$ cat src/rtl/level_seq_pkg.sv
// ============================================================================
// Module  : level_seq_pkg
// Brief   : Shared FSM state encoding, level-entry record and the 16-entry level table.
// Revision: 1.0
// ============================================================================
`default_nettype none

package level_seq_pkg;

    typedef enum logic [2:0] {
        ST_IDLE      = 3'd0,
        ST_PLAY      = 3'd1,
        ST_CELEBRATE = 3'd2,
        ST_LOAD      = 3'd3,
        ST_WIN       = 3'd4
    } seq_state_t;

    typedef struct packed {
        logic [11:0] dest_v;
        logic [11:0] dest_h;
        logic [3:0]  color;
        logic [11:0] player_v;
        logic [11:0] player_h;
    } level_entry_t;

    localparam int c_NUM_TABLE_ENTRIES = 16;

    // Field order: dest v, dest h, colour, player start v, player start h.
    localparam level_entry_t c_level_table [0:c_NUM_TABLE_ENTRIES-1] = '{
        '{12'd100, 12'd600, 4'h1, 12'd400, 12'd50 },
        '{12'd80,  12'd700, 4'h2, 12'd420, 12'd60 },
        '{12'd60,  12'd500, 4'h3, 12'd300, 12'd100},
        '{12'd200, 12'd650, 4'h4, 12'd450, 12'd80 },
        '{12'd40,  12'd300, 4'h5, 12'd500, 12'd700},
        '{12'd300, 12'd100, 4'h6, 12'd50,  12'd600},
        '{12'd120, 12'd720, 4'h7, 12'd480, 12'd20 },
        '{12'd20,  12'd20,  4'h8, 12'd460, 12'd740},
        '{12'd250, 12'd400, 4'h9, 12'd100, 12'd100},
        '{12'd350, 12'd200, 4'hA, 12'd30,  12'd700},
        '{12'd150, 12'd550, 4'hB, 12'd470, 12'd300},
        '{12'd400, 12'd50,  4'hC, 12'd10,  12'd10 },
        '{12'd50,  12'd750, 4'hD, 12'd450, 12'd400},
        '{12'd270, 12'd330, 4'hE, 12'd120, 12'd620},
        '{12'd180, 12'd620, 4'hF, 12'd440, 12'd90 },
        '{12'd10,  12'd10,  4'hF, 12'd460, 12'd760}
    };

endpackage

`default_nettype wire

$ cat src/rtl/level_rom.sv
// ============================================================================
// Module  : level_rom
// Brief   : Combinational level-table lookup; replaceable without touching the FSM.
// Revision: 1.0
// ============================================================================
`default_nettype none

module level_rom
    import level_seq_pkg::*;
(
    input  logic [3:0]   level,
    output level_entry_t entry
);

    assign entry = c_level_table[level];

endmodule

`default_nettype wire

$ cat src/rtl/level_sequencer.sv
// ============================================================================
// Module  : level_sequencer
// Brief   : Level FSM (IDLE/PLAY/CELEBRATE/LOAD/WIN) driving the destination stage.
//           Optional per-level timeout built when LEVEL_SEQ_TIMEOUT_EN is defined.
// Revision: 1.0
// ============================================================================
`default_nettype none

module level_sequencer
    import level_seq_pkg::*;
#(
    parameter int NUM_LEVELS      = 8,
    parameter int CELEBRATE_TICKS = 32,
    parameter int BLINK_TICKS     = 8,
    parameter int TIMEOUT_TICKS   = 1800
) (
    input  logic        clk,
    input  logic        rst,
    input  logic        tick,
    input  logic        start,
    input  logic        level_complete,
    output logic [3:0]  level,
    output logic [11:0] dest_vStartPos,
    output logic [11:0] dest_hStartPos,
    output logic [3:0]  dest_color,
    output logic        dest_visible,
    output logic [11:0] player_vStart,
    output logic [11:0] player_hStart,
    output logic        player_load,
    output logic        game_won,
    output logic [15:0] time_left
);

    localparam logic [3:0] c_LAST_LEVEL = 4'(NUM_LEVELS - 1);
    localparam logic [7:0] c_CEL_LAST   = 8'(CELEBRATE_TICKS - 1);
    localparam logic [7:0] c_BLINK_LAST = 8'(BLINK_TICKS - 1);

    if (NUM_LEVELS < 2 || NUM_LEVELS > 16) begin : g_bad_num_levels
        $error("level_sequencer: NUM_LEVELS out of range 2..16");
    end
    if (CELEBRATE_TICKS < 1 || CELEBRATE_TICKS > 255) begin : g_bad_celebrate
        $error("level_sequencer: CELEBRATE_TICKS out of range 1..255");
    end
    if (BLINK_TICKS < 1 || BLINK_TICKS > 255) begin : g_bad_blink
        $error("level_sequencer: BLINK_TICKS out of range 1..255");
    end
    if (TIMEOUT_TICKS < 1 || TIMEOUT_TICKS > 65535) begin : g_bad_timeout
        $error("level_sequencer: TIMEOUT_TICKS out of range 1..65535");
    end

    seq_state_t  state_q, state_d;
    logic [3:0]  level_q, level_d;
    logic [7:0]  cel_cnt_q, cel_cnt_d;
    logic [7:0]  blink_cnt_q, blink_cnt_d;
    logic        vis_q, vis_d;
    logic        player_load_q, player_load_d;
    logic        game_won_q, game_won_d;
    level_entry_t entry;

`ifdef LEVEL_SEQ_TIMEOUT_EN
    localparam logic [15:0] c_TIMEOUT = 16'(TIMEOUT_TICKS);
    logic [15:0] time_left_q, time_left_d;
    logic        w_expire;

    // Expiry is the tick that would take the counter to zero.
    assign w_expire = (state_q == ST_PLAY) && tick && !level_complete &&
                      (time_left_q <= 16'd1);
`endif

    always_comb begin
        state_d       = state_q;
        level_d       = level_q;
        cel_cnt_d     = cel_cnt_q;
        blink_cnt_d   = blink_cnt_q;
        vis_d         = vis_q;
        player_load_d = 1'b0;
        game_won_d    = game_won_q;

        case (state_q)
            ST_IDLE, ST_WIN: begin
                if (start) begin
                    state_d       = ST_PLAY;
                    level_d       = 4'd0;
                    player_load_d = 1'b1;
                    game_won_d    = 1'b0;
                    vis_d         = 1'b1;
                end
            end
            ST_PLAY: begin
                if (level_complete) begin
                    state_d     = ST_CELEBRATE;
                    cel_cnt_d   = 8'd0;
                    blink_cnt_d = 8'd0;
                    vis_d       = 1'b1;
                end
`ifdef LEVEL_SEQ_TIMEOUT_EN
                else if (w_expire) begin
                    player_load_d = 1'b1;
                end
`endif
            end
            ST_CELEBRATE: begin
                if (tick) begin
                    cel_cnt_d = cel_cnt_q + 8'd1;
                    if (blink_cnt_q == c_BLINK_LAST) begin
                        blink_cnt_d = 8'd0;
                        vis_d       = ~vis_q;
                    end else begin
                        blink_cnt_d = blink_cnt_q + 8'd1;
                    end
                    if (cel_cnt_q == c_CEL_LAST) begin
                        state_d = ST_LOAD;
                    end
                end
            end
            ST_LOAD: begin
                if (level_q == c_LAST_LEVEL) begin
                    state_d    = ST_WIN;
                    game_won_d = 1'b1;
                    vis_d      = 1'b0;
                end else begin
                    state_d       = ST_PLAY;
                    level_d       = level_q + 4'd1;
                    player_load_d = 1'b1;
                    vis_d         = 1'b1;
                end
            end
            default: begin
                state_d = ST_IDLE;
                vis_d   = 1'b0;
            end
        endcase
    end

`ifdef LEVEL_SEQ_TIMEOUT_EN
    always_comb begin
        time_left_d = time_left_q;
        if (player_load_d) begin
            time_left_d = c_TIMEOUT;
        end else if (state_q == ST_PLAY && tick && !level_complete) begin
            time_left_d = time_left_q - 16'd1;
        end
    end
`endif

    always_ff @(posedge clk or posedge rst) begin
        if (rst) begin
            state_q       <= ST_IDLE;
            level_q       <= 4'd0;
            cel_cnt_q     <= 8'd0;
            blink_cnt_q   <= 8'd0;
            vis_q         <= 1'b0;
            player_load_q <= 1'b0;
            game_won_q    <= 1'b0;
`ifdef LEVEL_SEQ_TIMEOUT_EN
            time_left_q   <= 16'd0;
`endif
        end else begin
            state_q       <= state_d;
            level_q       <= level_d;
            cel_cnt_q     <= cel_cnt_d;
            blink_cnt_q   <= blink_cnt_d;
            vis_q         <= vis_d;
            player_load_q <= player_load_d;
            game_won_q    <= game_won_d;
`ifdef LEVEL_SEQ_TIMEOUT_EN
            time_left_q   <= time_left_d;
`endif
        end
    end

    level_rom u_level_rom (
        .level (level_q),
        .entry (entry)
    );

    assign level          = level_q;
    assign dest_vStartPos = entry.dest_v;
    assign dest_hStartPos = entry.dest_h;
    assign dest_color     = entry.color;
    assign player_vStart  = entry.player_v;
    assign player_hStart  = entry.player_h;
    assign dest_visible   = vis_q;
    assign player_load    = player_load_q;
    assign game_won       = game_won_q;

`ifdef LEVEL_SEQ_TIMEOUT_EN
    assign time_left = time_left_q;
`else
    assign time_left = 16'd0;
`endif

endmodule

`default_nettype wire

$ cat config.mk
export PLATFORM = sky130hd
export DESIGN_NAME = level_sequencer
export DESIGN_NICKNAME = d
export VERILOG_FILES = /design/src/rtl/level_seq_pkg.sv /design/src/rtl/level_rom.sv /design/src/rtl/level_sequencer.sv
export SDC_FILE = /design/constraint.sdc
export NUM_CORES = 1
export LEC_CHECK = 0
export CAP_MARGIN = 20
export CORE_MARGIN = 10
export CORE_UTILIZATION = 43
export CTS_CLUSTER_SIZE = 24
export DETAILED_ROUTE_END_ITERATION = 8
export PLACE_DENSITY = 0.75
export SLEW_MARGIN = 10
export SYNTH_ARGS = -nofsm -noshare
export SYNTH_HDL_FRONTEND = slang
export SYNTH_SLANG_ARGS = --single-unit
$ cat constraint.sdc
create_clock -name clk -period 2.3 [get_ports clk]
set_clock_uncertainty 0.2 [all_clocks]
set_input_delay 0.345 -clock clk [delete_from_list [all_inputs] [get_ports clk]]
set_output_delay 0.345 -clock clk [all_outputs]
set_load 0.005 [all_outputs]
==> metrics.md <==
| Metric | Value |
|---|---|
| Status | `finished, final reports clean` |
| Max incr delay on CP | `0.41 ns` |
| Post-synth EDFFs | `0` |
| Via density | `5.41` |
| # nets final | `417` |
| Pleak | `about 0.0016 uW` |
| Max Clk Rate | `437 MHz` |
| CTS tree | `yes` |
| Layout cells sized above 1 | `around 28%` |
| Tcrit/Tclk final | `slightly below 100%` |
| Synth Cell Area | `about 2500 um^2` |
| Die area | `between 9000 and 10000 um^2` |
| H-Tree Depth | `1` |
| Clock Latency Late Sink | `0.27 ns` |
| Via count | `2533` |
| FILL cells | `roughly 460` |
| Worst min path class | `in -> async` |
| Cell taking the most area after synthesis | `dfrtp_1` |
| Worst-path cell chain | `buf_6 -> ha_4 -> ha_1 -> or2_2 -> dlygate4sd2_1` |
| Distinct cells, synth | `54` |
| Initial antenna violation count | `0` |
| Clk sink count | `26` |
| P&R area growth vs syn | `38.1%` |
| Final min period | `around 2.3 ns` |
| Max Slew Vio Count | `0` |
| M1 GR Usage | `between 15 and 20%` |
| Wire length of the first global-routing pass | `between 10000 and 15000 um` |
| Total core area | `5610 um^2` |
| GPL Wtd Cong | `0.894` |
| Synth top area share | `between 20% and 30%` |
| Clock buffer depth | `2` |
| Post-DRT Antenna Nets | `0` |
| Largest net degree at the start of global routing | `33` |
| Clock buffer count from CTS | `3` |
| Die X | `between 90 and 100 um` |
| 1st-iter DRT viols | `slightly below 200` |
| Number of global-route vias before repair | `2426` |
| Synthesized area per cell | `7.94 um^2` |
| Worst slew margin | `64.1%` |
| Critical Path RT | `1.75 ns` |
| Post-synth ARST share | `100%` |
| Max Cap Violations | `0` |
| Dpl hpwl | `roughly 5300 um` |
| Num ports | `80` |
| M3 GR Usage | `3.69%` |
| Root buffer cell | `clkbuf_8` |
| Cts-stage hold buffer count | `0` |
| Mapped Cells | `about 320` |
| VDD IR max | `roughly 0.75 mV` |
| CP max stage cell | `dfrtp_1` |
| Remaining DRCs | `0` |
| RSZ-0062 raised after global routing | `true` |
| Final setup viols | `0` |
| Post-synthesis sequential element count | `26` |
| # rows | `27` |
| PwrDens | `1130 nW/um^2` |
| Vert. Die Dim | `96.6 um` |
| Seq/Total Area, Yosys | `about a quarter` |
| Worst Setup End Kind | `output pin` |
| Final hold viol count | `0` |
| GRT busiest layer | `met2` |
| Final WS setup | `between 0.01 and 0.015 ns` |
| Depth of the worst register-to-register path | `4` |
| Worst-Margin Slew | `0.532 ns` |
| Met2 GRT Util | `between 20% and 30%` |
| Worst Setup Start Kind | `flip-flop` |
| Total gr overflow | `0` |
| Dpl cells | `451` |
| Starting density of the core | `between 40% and 50%` |
| Synth area leaders | `dfrtp_1, buf_4, ha_1, nand2_1, a21oi_1` |
| Port Buffer Count | `49` |
| Clock-pin slew on the worst setup and hold paths | `about 0.09 ns` |
| GRT Total Usage | `14.0%` |
| Antenna Cells | `0` |
| Ys flop type | `dfrtp_1` |
| Dpl ws | `-0.0915 ns` |
| Highest fanout seen on the critical path | `10` |
| CP arrival | `1.74 ns` |
| Yosys warnings | `0` |
| Average wire per standard cell | `around 16 um` |
| Non-filler cells, final | `approximately 470` |
| Post-Route WL | `7540 um` |
| Detailed Routing Iterations Pass 1 | `4` |
| CP Class | `reg -> out` |
-- cells in the mapped netlist, drive strengths merged, types with 6 or more instances --
library cell and n:
a21oi 24, inv 10, xor2 6, nand3 14, ha 15, dfrtp 26
buf 45, o21ai 21, nor2 26, nand2 36, clkbuf 7, o211ai 6
a211oi 6, mux2i 8
-- cells in the final DEF, fill, tap and decap left out, types with 7 or more instances in the layout --
cell,Yosys,layout
nand2_1,36,35
clkdlybuf4s15_1,0,8
buf_4,30,39
dfrtp_1,26,24
a21oi_1,24,18
mux2i_1,8,8
nor2_1,26,23
clkbuf_2,0,9
conb_1,1,30
buf_6,3,7
nand3_1,13,13
ha_1,15,7
ha_4,0,7
clkdlybuf4s50_1,0,11
dlygate4sd2_1,0,17
o21ai_0,21,16
-- state kept, by name, summed over array words and instances (netlist names) --
| name | flops |
|---|---|
| cel_cnt_q | 8 |
| player_load | 1 |
| blink_cnt_q | 8 |
| game_won | 1 |
| level | 4 |
| dest_visible | 1 |
| state_q | 3 |
-- layer usage --
metal / vias to the layer above / part of all wire, %
met5: - / 0
met4: 0 / 1.5
met3: 15 / 6.1
met2: 93 / 50
met1: 1216 / 43
li1: 1209 / -
-- through the flow --
| stage | hold slack [ns] | util [%] | total power (uW) | instance area, um^2 | setup TNS, ns |
|---|---|---|---|---|---|
| CTS | 0.234 | 59.7 | 3730 | 3350 | -0.421 |
| detailed placement | 0.298 | 56.1 | 3440 | 3150 | -0.476 |
| global route | 0.266 | 62.2 | 4240 | 3490 | -0.483 |
| finish | 0.220 | 62.2 | 3930 | 3490 | 0 |
| global placement | 0.286 | 56.1 | 3420 | 3150 | -0.214 |
| floorplan | 0.185 | - | 2020 | 2640 | 0 |
-- final timing paths --
path	start	to	slack, ns
max in group asynchronous	rst	level[3]$_DFFE_PP0P_	1.40
min reg2reg	game_won$_DFFE_PP0P_	game_won$_DFFE_PP0P_	0.32
max reg2reg	state_q[0]$_DFFE_PP0P_	blink_cnt_q[3]$_DFFE_PP0P_	0.38
min in group clk	game_won$_DFFE_PP0P_	game_won$_DFFE_PP0P_	0.32
max	level[1]$_DFFE_PP0P_	dest_color[3]	0.01
min	rst	blink_cnt_q[7]$_DFFE_PP0P_	0.22
-- cell families after synthesis --
kind of cell | synth area share, %
AND/OR/NAND/NOR | 24.5
AO/OA/AOI/OAI | 19.3
buffers and inverters | 15.1
flip-flops | 25.8
adder cells (fa/ha/maj) | 7.43
XOR/XNOR | 3.81
multiplexers | 4.06
other | 0.148
-- report_power, final --
group / internal (uW) / switching, uW
registers: 557 / 126
logic: 1460 / 1490
clock network: 153 / 140
-- critical path: cells and delay by family, from the launching register on --
kind | cells | cell delay (ns)
adders and majority gates | 2 | 0.35
and+or+nand+nor | 1 | 0.27
DFF | 1 | 0.41
buffers and inverters | 2 | 0.44
-- cell type report --
class / instances / area [um^2] / area share [%]
multi-input combinational: 259 / 1820 / 52.2
timing repair buffer: 97 / 831 / 23.8
sequential: 26 / 653 / 18.7
tap: 72 / 90.1 / 2.58
clock buffer: 4 / 55.1 / 1.58
inverter: 10 / 40.0 / 1.15
-- what timing repair did --
| action | CTS | global route |
|---|---|---|
| setup buffers | 7 | 6 |
| pin swaps | 2 | 2 |
| endpoints found under the hold margin | 0 | 0 |
| endpoints found under the setup margin | 38 | 27 |
| resized for setup | 81 | 55 |
Power figures use the tool's default switching activity.
==> patch 1: new RTL, config.mk and constraints unchanged <==
Make the reset (`rst`) synchronous in one clocked block.
--- a/src/rtl/level_sequencer.sv
+++ b/src/rtl/level_sequencer.sv
@@ -143,7 +143,7 @@
     end
 `endif
 
-    always_ff @(posedge clk or posedge rst) begin
+    always_ff @(posedge clk) begin
         if (rst) begin
             state_q       <= ST_IDLE;
             level_q       <= 4'd0;
Behaviour: differs if rst is asserted again (counterexample within 4 cycles, from zero or initial values and one cycle with rst high); with rst held inactive, the same outputs for 10 cycles.
==> patch 1 against the unedited design <==
  * Area after synthesis fell by 3.9%
  * Setup slack improved by 0.015 ns
  * Maximum frequency is 0.68% higher
  * Wire length increased by 3.8%
  * Cell area down 4.4%
  * First-iteration DRC count is 54% higher
  * Final cell count rose by 3.0%
  * Sequential cell count stayed put
  * Critical path depth grew 2
Power is not compared: it rests on default switching activity, and its combinational part moved more than twofold at a synthesized area within 25%.
==> patch 1: results (changes against the unedited design) <==
stage	metric	value	unit	change
routing	average via count per standard cell	5.60		was 5.41
routing	mean routed wirelength per cell	16.2	µm	was 16.1 µm
global_routing	first-pass GRT wire length	12400	µm	was 11600 µm
global_routing	met3 track demand over resource in global routing	3.46	%	was 3.69%
yosys	fraction of synthesized cell area in xor and xnor cells	2.16	%	was 3.81%
clock_tree	Setup Buffers After CTS	3		was 7
place	RePlAce Congestion	0.973		was 0.894
place	estimated wirelength of the detail-placed design	5640	µm	was 5320 µm
clock_tree	Resize count post-CTS	94		was 81
yosys	Synth Flop Type	sky130_fd_sc_hd__dfxtp_1		was sky130_fd_sc_hd__dfrtp_1
setup_path	Worst Reg-to-Reg Cells	7		was 4
yosys	adder and majority gate portion of the synthesized area	7.73	%	was 7.43%
routing	met1 wire length	3340	µm	was 3220 µm
global_routing	GR Layer Usage met1	21.4	%	was 16.9%
finish	ratio of cells with drive above 1 in the final layout	25.4	%	was 27.8%
setup_path	RR Endpoint	dest_visible		was blink_cnt_q[3]
yosys	Mapped Cells	334		was 318
yosys	share of synthesized area occupied by flip-flops and latches	21.4	%	was 25.8%
routing	number of design-rule violations left by the first detailed-router iteration	297		was 193
finish	Total Nets Final	431		was 417
yosys	most numerous cell types in the synthesized netlist	sky130_fd_sc_hd__nand2_1 (37), sky130_fd_sc_hd__nor2_1 (33), sky130_fd_sc_hd__buf_4 (30)		was sky130_fd_sc_hd__nand2_1 (36), sky130_fd_sc_hd__buf_4 (30), sky130_fd_sc_hd__dfrtp_1 (26), sky130_fd_sc_hd__nor2_1 (26), sky130_fd_sc_hd__a21oi_1 (24)
place	pre-CTS setup slack	-0.0699	ns	was -0.0915 ns
setup_path	internal reg-to-reg setup slack	0.19	ns	was 0.38 ns
global_routing	vias in the first global route	2473		was 2426
status	outcome	finished clean		unchanged
setup_path	longest individual stage delay on the worst path	0.36	ns	was 0.41 ns
routing	vias after detailed routing	2701		was 2533
routing	DR WL met3	617	µm	was 463 µm
global_routing	gr usage total	16.4	%	was 14.0%
global_routing	met2 capacity usage during global routing	27.3	%	was 24.3%
place	Post-Place Cells	475		was 451
global_routing	pin count of the biggest net entering global routing	23		was 33
setup_path	worst r2r src	level[0]		was state_q[0]
patch 1: changes by cell type after synthesis, moves of 6 or more:
cell,change
sky130_fd_sc_hd__dfrtp_1,-26
sky130_fd_sc_hd__dfxtp_1,+26
sky130_fd_sc_hd__buf_2,-10
sky130_fd_sc_hd__clkbuf_1,+10
sky130_fd_sc_hd__nor2_1,+7
sky130_fd_sc_hd__a211oi_1,+6
sky130_fd_sc_hd__mux2i_1,-6
sky130_fd_sc_hd__xor2_1,-6
patch 1: final cells by class:
cell class	count	area, µm²
clock buffer	3	41.3
clock inverter	1	30.0
fill	499	2170
inverter	9	33.8
multi-input combinational	277	1810
sequential	26	531
tap	72	90.1
timing repair buffer	94	798
patch 1: worst max-delay path by stage:
stage | cells past startpoint | slack, ns | start | endpoint
3_5_place_dp | 6 | -0.07 | level[0] | dest_hStartPos[2]
6_report | 7 | 0.03 | level[0] | dest_vStartPos[6]
3_3_place_gp | 6 | -0.02 | level[0] | dest_hStartPos[2]
5_1_grt | 7 | -0.05 | level[0] | dest_vStartPos[6]
4_1_cts | 8 | -0.02 | level[0] | dest_hStartPos[1]
2_1_floorplan | 6 | 0.13 | level[0] | player_hStart[2]
patch 1: per-stage QoR:
stage               hold WS [ns]  area, µm²
global route               0.299       3330
floorplan                  0.233       2540
global placement           0.258       3110
detailed placement         0.266       3110
finish                     0.276       3330
CTS                        0.279       3360
patch 1: kinds of logic after synthesis:
family | count (synthesis)
AND/OR/NAND/NOR | 126
AO/OA/AOI/OAI | 96
buffers and inverters | 60
flip-flops | 26
adder cells (fa/ha/maj) | 15
XOR/XNOR | 6
multiplexers | 4
other | 1
==> patch 2: new RTL, same settings <==
Made on the original files. `BLINK_TICKS`: 8 -> 6.
--- a/src/rtl/level_sequencer.sv
+++ b/src/rtl/level_sequencer.sv
@@ -11,7 +11,7 @@
 #(
     parameter int NUM_LEVELS      = 8,
     parameter int CELEBRATE_TICKS = 32,
-    parameter int BLINK_TICKS     = 8,
+    parameter int BLINK_TICKS     = 6,
     parameter int TIMEOUT_TICKS   = 1800
 ) (
     input  logic        clk,
Check against the original RTL: not equivalent (Yosys sat finds a counterexample within 10 cycles, from zero or initial values and one cycle with rst high).
==> patch 2 against the unedited design <==
  * The flow now finishes with violations (negative setup slack)
  * Area after synthesis is 3.8% lower
  * Wire length is 3.5% lower
  * Total power is 27% lower
  * Via count is 3.3% lower
  * Cell area is 3.4% lower
  * Critical path type unchanged
  * Setup slack worse by 0.22 ns
  * Sequential cell count stayed put
==> patch 2: results (changes against the unedited design) <==
stage	metric	value	unit	change
power	switching portion of total power	42.5	%	was 44.7%
yosys	Synth Area in Compound Gates	20.9	%	was 19.3%
power	internal power of the cells	1640	µW	was 2180 µW
yosys	fraction of synthesized cell area in xor and xnor cells	3.96	%	was 3.81%
place	Post-Place Cells	438		was 451
power	clock share of power	9.1	%	was 7.5%
clock_tree	maximum level of the CTS H-tree	1		unchanged
finish	ratio of cells with drive above 1 in the final layout	29.2	%	was 27.8%
yosys	most numerous cell types in the synthesized netlist	sky130_fd_sc_hd__buf_4 (31), sky130_fd_sc_hd__nand2_1 (30), sky130_fd_sc_hd__dfrtp_1 (26), sky130_fd_sc_hd__nor2_1 (26), sky130_fd_sc_hd__a21oi_1 (25)		was sky130_fd_sc_hd__nand2_1 (36), sky130_fd_sc_hd__buf_4 (30), sky130_fd_sc_hd__dfrtp_1 (26), sky130_fd_sc_hd__nor2_1 (26), sky130_fd_sc_hd__a21oi_1 (24)
status	outcome	finished with violations		was finished clean
routing	number of design-rule violations left by the first detailed-router iteration	84		was 193
sta	setup slack of the critical path after layout	-0.208	ns	was 0.0136 ns
place	RePlAce Congestion	0.899		was 0.894
yosys	adder and majority gate portion of the synthesized area	8.23	%	was 7.43%
yosys	share of synthesized area occupied by flip-flops and latches	26.8	%	was 25.8%
routing	met1 wire length	2970	µm	was 3220 µm
routing	wire length reported by the detailed router	7280	µm	was 7540 µm
setup_path	library cell contributing the largest single delay on the critical path	sky130_fd_sc_hd__clkdlybuf4s50_1		was sky130_fd_sc_hd__dfrtp_1
finish	Total Nets Final	413		was 417
finish	Layout Cells excl Fill	463		was 468
place	estimated wirelength of the detail-placed design	5010	µm	was 5320 µm
routing	vias after detailed routing	2449		was 2533
yosys	mux share of post-synthesis cell area	3.81	%	was 4.06%
place	pre-CTS setup slack	-0.0717	ns	was -0.0915 ns
power	Max rail drop VDD	0.650	mV	was 0.750 mV
setup_path	WP data arrival	1.96	ns	was 1.74 ns
status	violated checks	negative setup slack		
place	Cell Area, Placed	3030	µm²	was 3150 µm²
clock_tree	Resize count post-CTS	53		was 81
yosys	Netlist cell types	50		was 54
sta	number of setup violations in the final report	2		was 0
global_routing	met3 track demand over resource in global routing	2.44	%	was 3.69%
global_routing	first-pass GRT wire length	10600	µm	was 11600 µm
setup_path	longest individual stage delay on the worst path	0.50	ns	was 0.41 ns
clock_tree	Setup Buffers After CTS	5		was 7
routing	DR WL met3	472	µm	was 463 µm
setup_path	Max FO, Critical Path	5		was 10
sta	Setup TNS	-0.278	ns	was 0 ns
yosys	per-instance average area after synthesis	7.87	µm²	was 7.94 µm²
yosys	leading cell types by total area after synthesis	sky130_fd_sc_hd__dfrtp_1 (27%), sky130_fd_sc_hd__buf_4 (9.6%), sky130_fd_sc_hd__ha_1 (8.2%)		was sky130_fd_sc_hd__dfrtp_1 (26%), sky130_fd_sc_hd__buf_4 (8.9%), sky130_fd_sc_hd__ha_1 (7.4%)
power	reported leakage power	0.00167	µW	was 0.00158 µW
global_routing	met2 capacity usage during global routing	25.3	%	was 24.3%
## patch 2: cell count changes after synthesis, sizes merged, moves of 4 or more
cell / before / now
nand3: 14 / 10
xnor2: 5 / 1
xor2: 6 / 10
buf: 45 / 40
nand2: 36 / 30
## patch 2: cell type report
| cell class | count | area (µm²) | share of cell area (%) |
|---|---|---|---|
| multi-input cells | 253 | 1710 | 50.7 |
| flip-flops and latches | 26 | 654 | 19.4 |
| repair buffers | 98 | 827 | 24.6 |
| inverters | 10 | 43.8 | 1.30 |
| well taps | 72 | 90.1 | 2.67 |
| clock buffers | 4 | 45.0 | 1.34 |
## patch 2: worst paths after layout
path	startpoint	slack, ns	cells past startpoint	to
max	level[0]	-0.21	7	player_vStart[2]
min	rst	0.22	3	player_load
max reg2reg	level[2]	0.34	6	state_q[0]
min reg2reg	game_won	0.32	1	game_won
max in group asynchronous	rst	1.41	3	level[2]
min in group clk	game_won	0.32	1	game_won
